`src/rtl/tdc_div_x400.sv`:
```
// Divides the summed 8-channel x50 TDC time word by a constant (400) using a
// sequential restoring divider, one quotient bit per clock, MSB first.
// A one-deep pending register absorbs a sample that arrives while busy.
//
// Ports:
//   clk_i        system clock, all logic on posedge
//   rst_ni       asynchronous active-low reset
//   in_data_i    summed time word from the accumulator
//   in_dval_i    in_data_i valid, one sample per high cycle
//   q_out_o      quotient (saturated to all-ones if it does not fit Q_W)
//   r_out_o      remainder, 0..DIVISOR-1
//   out_dval_o   one-cycle pulse, q_out_o/r_out_o/sat_o updated
//   sat_o        quotient of the current result exceeded 2**Q_W-1
//   busy_o       divider not idle
//   drop_o       one-cycle pulse, a sample was lost (pending already full)
//   drop_cnt_o   saturating count of dropped samples
module tdc_div_x400 #(
    parameter int unsigned IN_W    = 20,
    parameter int unsigned DIVISOR = 400,
    parameter int unsigned Q_W     = 12,
    parameter int unsigned R_W     = 9
) (
    input  logic            clk_i,
    input  logic            rst_ni,
    input  logic [IN_W-1:0] in_data_i,
    input  logic            in_dval_i,
    output logic [Q_W-1:0]  q_out_o,
    output logic [R_W-1:0]  r_out_o,
    output logic            out_dval_o,
    output logic            sat_o,
    output logic            busy_o,
    output logic            drop_o,
    output logic [7:0]      drop_cnt_o
);

    localparam int unsigned IterW = (IN_W > 1) ? $clog2(IN_W) : 1;
    localparam logic [R_W:0] Div  = (R_W + 1)'(DIVISOR);

    if (DIVISOR == 0 || DIVISOR >= (2 ** R_W)) begin : g_bad_divisor
        $error("DIVISOR must be > 0 and < 2**R_W");
    end

    typedef enum logic [1:0] {StIdle, StRun, StDone} state_e;

    state_e            state_q;
    logic [IN_W-1:0]   dvd_q;
    logic [IN_W-1:0]   quot_q;
    logic [R_W-1:0]    rem_q;
    logic [IterW-1:0]  iter_q;
    logic              pend_v_q;
    logic [IN_W-1:0]   pend_data_q;
    logic [Q_W-1:0]    q_out_q;
    logic [R_W-1:0]    r_out_q;
    logic              sat_q;
    logic              out_dval_q;
    logic              drop_q;
    logic [7:0]        drop_cnt_q;

    logic [R_W:0]      rem_shift;
    logic [R_W:0]      rem_sub;
    logic              rem_ge;
    logic [R_W-1:0]    rem_next;
    logic              load_en;
    logic [IN_W-1:0]   load_val;
    logic              sat_c;
    logic [Q_W-1:0]    q_sel;

    // One restoring step: partial remainder never reaches DIVISOR, so it
    // fits R_W bits after the conditional subtract.
    always_comb begin
        rem_shift = {rem_q, dvd_q[IN_W-1]};
        rem_ge    = (rem_shift >= Div);
        rem_sub   = rem_shift - Div;
        rem_next  = rem_ge ? rem_sub[R_W-1:0] : rem_shift[R_W-1:0];
    end

    // Pending sample always goes first to keep arrival order.
    always_comb begin
        load_en  = 1'b0;
        load_val = in_data_i;
        if (state_q == StIdle) begin
            if (pend_v_q) begin
                load_en  = 1'b1;
                load_val = pend_data_q;
            end else if (in_dval_i) begin
                load_en = 1'b1;
            end
        end
    end

    if (Q_W < IN_W) begin : g_sat
        assign sat_c = |quot_q[IN_W-1:Q_W];
        assign q_sel = sat_c ? {Q_W{1'b1}} : quot_q[Q_W-1:0];
    end else begin : g_nosat
        assign sat_c = 1'b0;
        assign q_sel = Q_W'(quot_q);
    end

    always_ff @(posedge clk_i or negedge rst_ni) begin
        if (!rst_ni) begin
            state_q     <= StIdle;
            dvd_q       <= '0;
            quot_q      <= '0;
            rem_q       <= '0;
            iter_q      <= '0;
            pend_v_q    <= 1'b0;
            pend_data_q <= '0;
            q_out_q     <= '0;
            r_out_q     <= '0;
            sat_q       <= 1'b0;
            out_dval_q  <= 1'b0;
            drop_q      <= 1'b0;
            drop_cnt_q  <= '0;
        end else begin
            out_dval_q <= 1'b0;
            drop_q     <= 1'b0;
            case (state_q)
                StIdle: begin
                    if (load_en) begin
                        dvd_q   <= load_val;
                        rem_q   <= '0;
                        quot_q  <= '0;
                        iter_q  <= IterW'(IN_W - 1);
                        state_q <= StRun;
                    end
                    if (pend_v_q) begin
                        pend_v_q <= in_dval_i;
                        if (in_dval_i) begin
                            pend_data_q <= in_data_i;
                        end
                    end
                end
                StRun: begin
                    dvd_q  <= {dvd_q[IN_W-2:0], 1'b0};
                    rem_q  <= rem_next;
                    quot_q <= {quot_q[IN_W-2:0], rem_ge};
                    iter_q <= iter_q - 1'b1;
                    if (iter_q == '0) begin
                        state_q <= StDone;
                    end
                end
                StDone: begin
                    q_out_q    <= q_sel;
                    r_out_q    <= rem_q;
                    sat_q      <= sat_c;
                    out_dval_q <= 1'b1;
                    state_q    <= StIdle;
                end
                default: state_q <= StIdle;
            endcase

            if (state_q != StIdle && in_dval_i) begin
                if (!pend_v_q) begin
                    pend_v_q    <= 1'b1;
                    pend_data_q <= in_data_i;
                end else begin
                    drop_q <= 1'b1;
                    if (drop_cnt_q != 8'hff) begin
                        drop_cnt_q <= drop_cnt_q + 1'b1;
                    end
                end
            end
        end
    end

    assign q_out_o    = q_out_q;
    assign r_out_o    = r_out_q;
    assign sat_o      = sat_q;
    assign out_dval_o = out_dval_q;
    assign busy_o     = (state_q != StIdle);
    assign drop_o     = drop_q;
    assign drop_cnt_o = drop_cnt_q;

endmodule

```
`config.mk`:
```
export PLATFORM = sky130hd
export DESIGN_NAME = tdc_div_x400
export DESIGN_NICKNAME = d
export VERILOG_FILES = /design/src/rtl/tdc_div_x400.sv
export SDC_FILE = /design/constraint.sdc
export NUM_CORES = 1
export LEC_CHECK = 0
export CAP_MARGIN = 15
export CORE_UTILIZATION = 50
export DETAILED_ROUTE_END_ITERATION = 10
export GPL_TIMING_DRIVEN = 0
export PLACE_DENSITY = 0.76
export SYNTH_ARGS = -nofsm -noshare
export SYNTH_HDL_FRONTEND = slang
export SYNTH_SLANG_ARGS = --single-unit
export TNS_END_PERCENT = 30
```
`constraint.sdc`:
```
create_clock -name clk_i -period 1.63 [get_ports clk_i]
set_input_delay 0.326 -clock clk_i [delete_from_list [all_inputs] [get_ports clk_i]]
set_output_delay 0.326 -clock clk_i [all_outputs]
set_load 0.03 [all_outputs]
```
==> impl_metrics.csv <==
group,metric,value,unit
status,status,"finished, violations left",
status,violations,"design-rule violations",
finish,drive_gt1_frac,0.214,
yosys,synth_edf_count,0,
yosys,synth_async_sr_flop_share,1.00,
pwr,power_frac_comb,0.406,
die,io_pins,56,
pwr,p_per_area,1910,mW/mm^2
flow_run,drv_cap,0,
grt,grt_pass1_wl,14.5,mm
grt,grt_max_degree,75,
worst_hold_path,holdPathStages,2,
grt,top_usage_layer,"met2",
detailed_routing,initialDrtViolationCount,154,
die,placeableCoreArea,0.00881,sq mm
finish,diodes,0,
yosys,syn_inst,357,
die,rows,34,
yosys,ys_seq_area_frac,0.594,
grt,overflow,0,
clock_tree,clockBufferDepth,2,
pwr,ir_drop,0.843,mV
placed_design,dp.final_hpwl,5.87,mm
worst_setup_path,crit_type,"flop to primary output",
grt,grtUsageTotal,0.190,
detailed_routing,wl_per_cell,15.9,um
detailed_routing,firstDrtPassIters,7,
timing,skew,11.0,ps
timing,setup_viol,0,
placed_design,numPortBuffers,55,
worst_setup_path,crit_chain,"buf_6, nor2_4, inv_2, buf_4",
yosys,synth_top_area_share,0.594,
die,initial_core_util,0.521,
clock_tree,path_clk_slew,100,ps
die,die-width,97.8,um
finish,nFillCells,720,
timing,relSlewSlack,0.685,
yosys,mappedNetlistArea,0.00459,sq mm
pwr,total_power,10.8,mW
detailed_routing,finalWirelength,8.62,mm
worst_setup_path,cp.required,1300,ps
worst_setup_path,arrival,1250,ps
detailed_routing,drcViolationCount,10,
detailed_routing,drt-vias-per-instance,5.71,
yosys,yosysMostFrequentCell,"dfrtp_1",
clock_tree,cts_tree,"done",
worst_setup_path,reg2regPathDepth,6,
pwr,p_clk_frac,0.170,
pwr,power_frac_seq,0.425,
worst_hold_path,hold_path.class,"primary input to flop",
worst_setup_path,path_delay_family,"flip-flops",
grt,use_met1,0.262,
clock_tree,root_buffer,"clkbuf_8",
yosys,synthTopCellsByArea,"dfrtp_1 (59%), mux2_2 (7.6%), a22o_1 (4.2%)",
timing,rsz0062_at_grt,"yes",
pwr,swShare,0.368,
worst_setup_path,cpMaxStageDelayCell,"dfrtp_1",
pwr,p_sw,3.96,mW
worst_setup_path,cp_num_buf_inv,3,
worst_setup_path,endpoint_kind,"primary output",
timing,slew_viol_final,0,
timing,tightest_slew,472,ps
timing,final_hold_viol_count,0,
grt,met3_usage,0.0387,
yosys,syn-num-nets,384,
grt,met2_usage,0.304,
placed_design,place_area,0.00530,sq mm
placed_design,gp_congestion,0.807,
clock_tree,clock_latency,370,ps
worst_setup_path,worst-path-stages,4,
clock_tree,tritoncts.num_buffers,9,
worst_setup_path,cp-start-kind,"flop",
clock_tree,ctsHtreeMaxLevel,3,
yosys,ys_types,50,
grt,antenna_found_initial,0,
die,die-area,0.00957,sq mm
yosys,post-synth-top-area-cell,"dfrtp_1",
grt,grt_pass1_vias,2998,
worst_setup_path,crit_fanout,9,
timing,fin_setup_tns,0,ps
timing,min_period_over_period,0.968,
yosys,synthTopCellsByCount,"dfrtp_1 (109), mux2_2 (31), nor2_1 (26)",
finish,fin_area,0.00562,sq mm
clock_tree,cts.sinks,109,
yosys,avgSynthCellArea,12.9,sq um
pwr,power.internal,6.80,mW
pwr,p_leak,2.69,nW
yosys,ys.flop_type,"dfrtp_1",
finish,syn2layout_area_growth,22.4,%
timing,fmax,634,MHz
yosys,ys_ff_latch,109,
timing,period_minus_slack,1580,ps
die,die_y,97.8,um
detailed_routing,ant_nets,0,
worst_setup_path,slowest_delay,390,ps
yosys,yosysWarnings,0,
detailed_routing,num_vias,3097,
finish,final_nets,456,
## registers in the layout (all words and copies together) (netlist names)
register     flops
r_out_o          9
pend_data_q     20
pend_v_q         1
dvd_q           20
quot_q          20
rem_q            9
state_q          2
drop_o           1
sat_o            1
drop_cnt_o       8
out_dval_o       1
iter_q           5
q_out_o         12
## layout make-up
cell class              count  area [sq um]  share of cell area
clock buffers              10           138              0.0245
repair buffers             61           577               0.103
well taps                 108           135              0.0241
flip-flops and latches    109          2730               0.486
inverters                   7          26.3             0.00468
plain buffers              24           143              0.0254
multi-input cells         217          1770               0.316
clock inverters             6          93.8              0.0167
## routing by layer
layer / wire [um] / vias to the layer above
met5: 0 / -
met4: 119 / 0
met3: 290 / 10
met2: 4220 / 57
met1: 3990 / 1563
li1: - / 1467
## power groups by stage
stage	clock (mW)	combinational [mW]	sequential [mW]
floorplan	0	2.53	5.01
global placement	0	4.23	4.54
detailed placement	0	4.37	4.59
CTS	1.85	4.29	4.54
global route	1.97	4.75	4.70
finish	1.82	4.36	4.57
## through the flow
step | hold slack [ps] | util | std cells | worst slack [ps]
floorplan | 30.4 | - | 357 | 0.0101
global placement | 472 | 0.599 | 520 | -4160
detailed placement | 321 | 0.602 | 521 | -381
CTS | 468 | 0.630 | 540 | -197
global route | 425 | 0.638 | 542 | -21.7
finish | 426 | 0.638 | 542 | 51.8
## timing repair
action                                 in CTS  in global routing
buffers inserted                            2                  2
setup endpoints to repair                  38                 66
hold buffers                                1                  0
resized for setup                          41                 26
endpoints found under the hold margin      35                  0
pin swaps                                   2                  5
## worst reg2reg max path, stage by stage (launching register included)
cell and delay [ps]:
dfrtp_1 390, inv_2 80, ha_2 180, and3_4 180, a221oi_4 380, xnor2_1 170
o22ai_1 80
## cell families after synthesis
family                   after synthesis  share of synthesized area
adder cells (fa/ha/maj)                5                     0.0131
AND/OR/NAND/NOR                       72                     0.0766
multiplexers                          51                      0.120
flip-flops                           109                      0.594
AO/OA/AOI/OAI                         83                      0.151
buffers and inverters                 31                     0.0338
XOR/XNOR                               6                     0.0114
## cell usage in the layout, fill, tap and decap left out, drive strengths merged, types with 3 or more instances in the layout
cell           synthesis  final
ha                     4      4
nor4                   3      3
nand2                 15     15
xnor2                  5      5
nor3                   4      4
nand2b                 3      3
o21ai                  8      8
o22a                  12     12
a22o                  22     22
a21oi                  7      7
clkdlybuf4s50          0     20
a31oi                  3      3
nor2                  26     26
mux2i                 19     19
buf                   18     23
and3                   3      3
a221o                 18     18
nor2b                  4      4
clkbuf                 6     18
mux2                  32     32
nand3                  6      6
dfrtp                109    109
dlygate4sd2            0     31
inv                    7      8
## path summary, 6_finish.rpt
kind	startpoint	to	slack [ps]
min reg2reg	dvd_q[0]	dvd_q[0]	500
min	in_dval_i	drop_o	430
max	state_q[1]	busy_o	50
max in group asynchronous	rst_ni	drop_cnt_o[3]	460
min in group asynchronous	rst_ni	out_dval_o	450
max reg2reg	rem_q[4]	rem_q[4]	60
(Power assumes the default switching activity.)
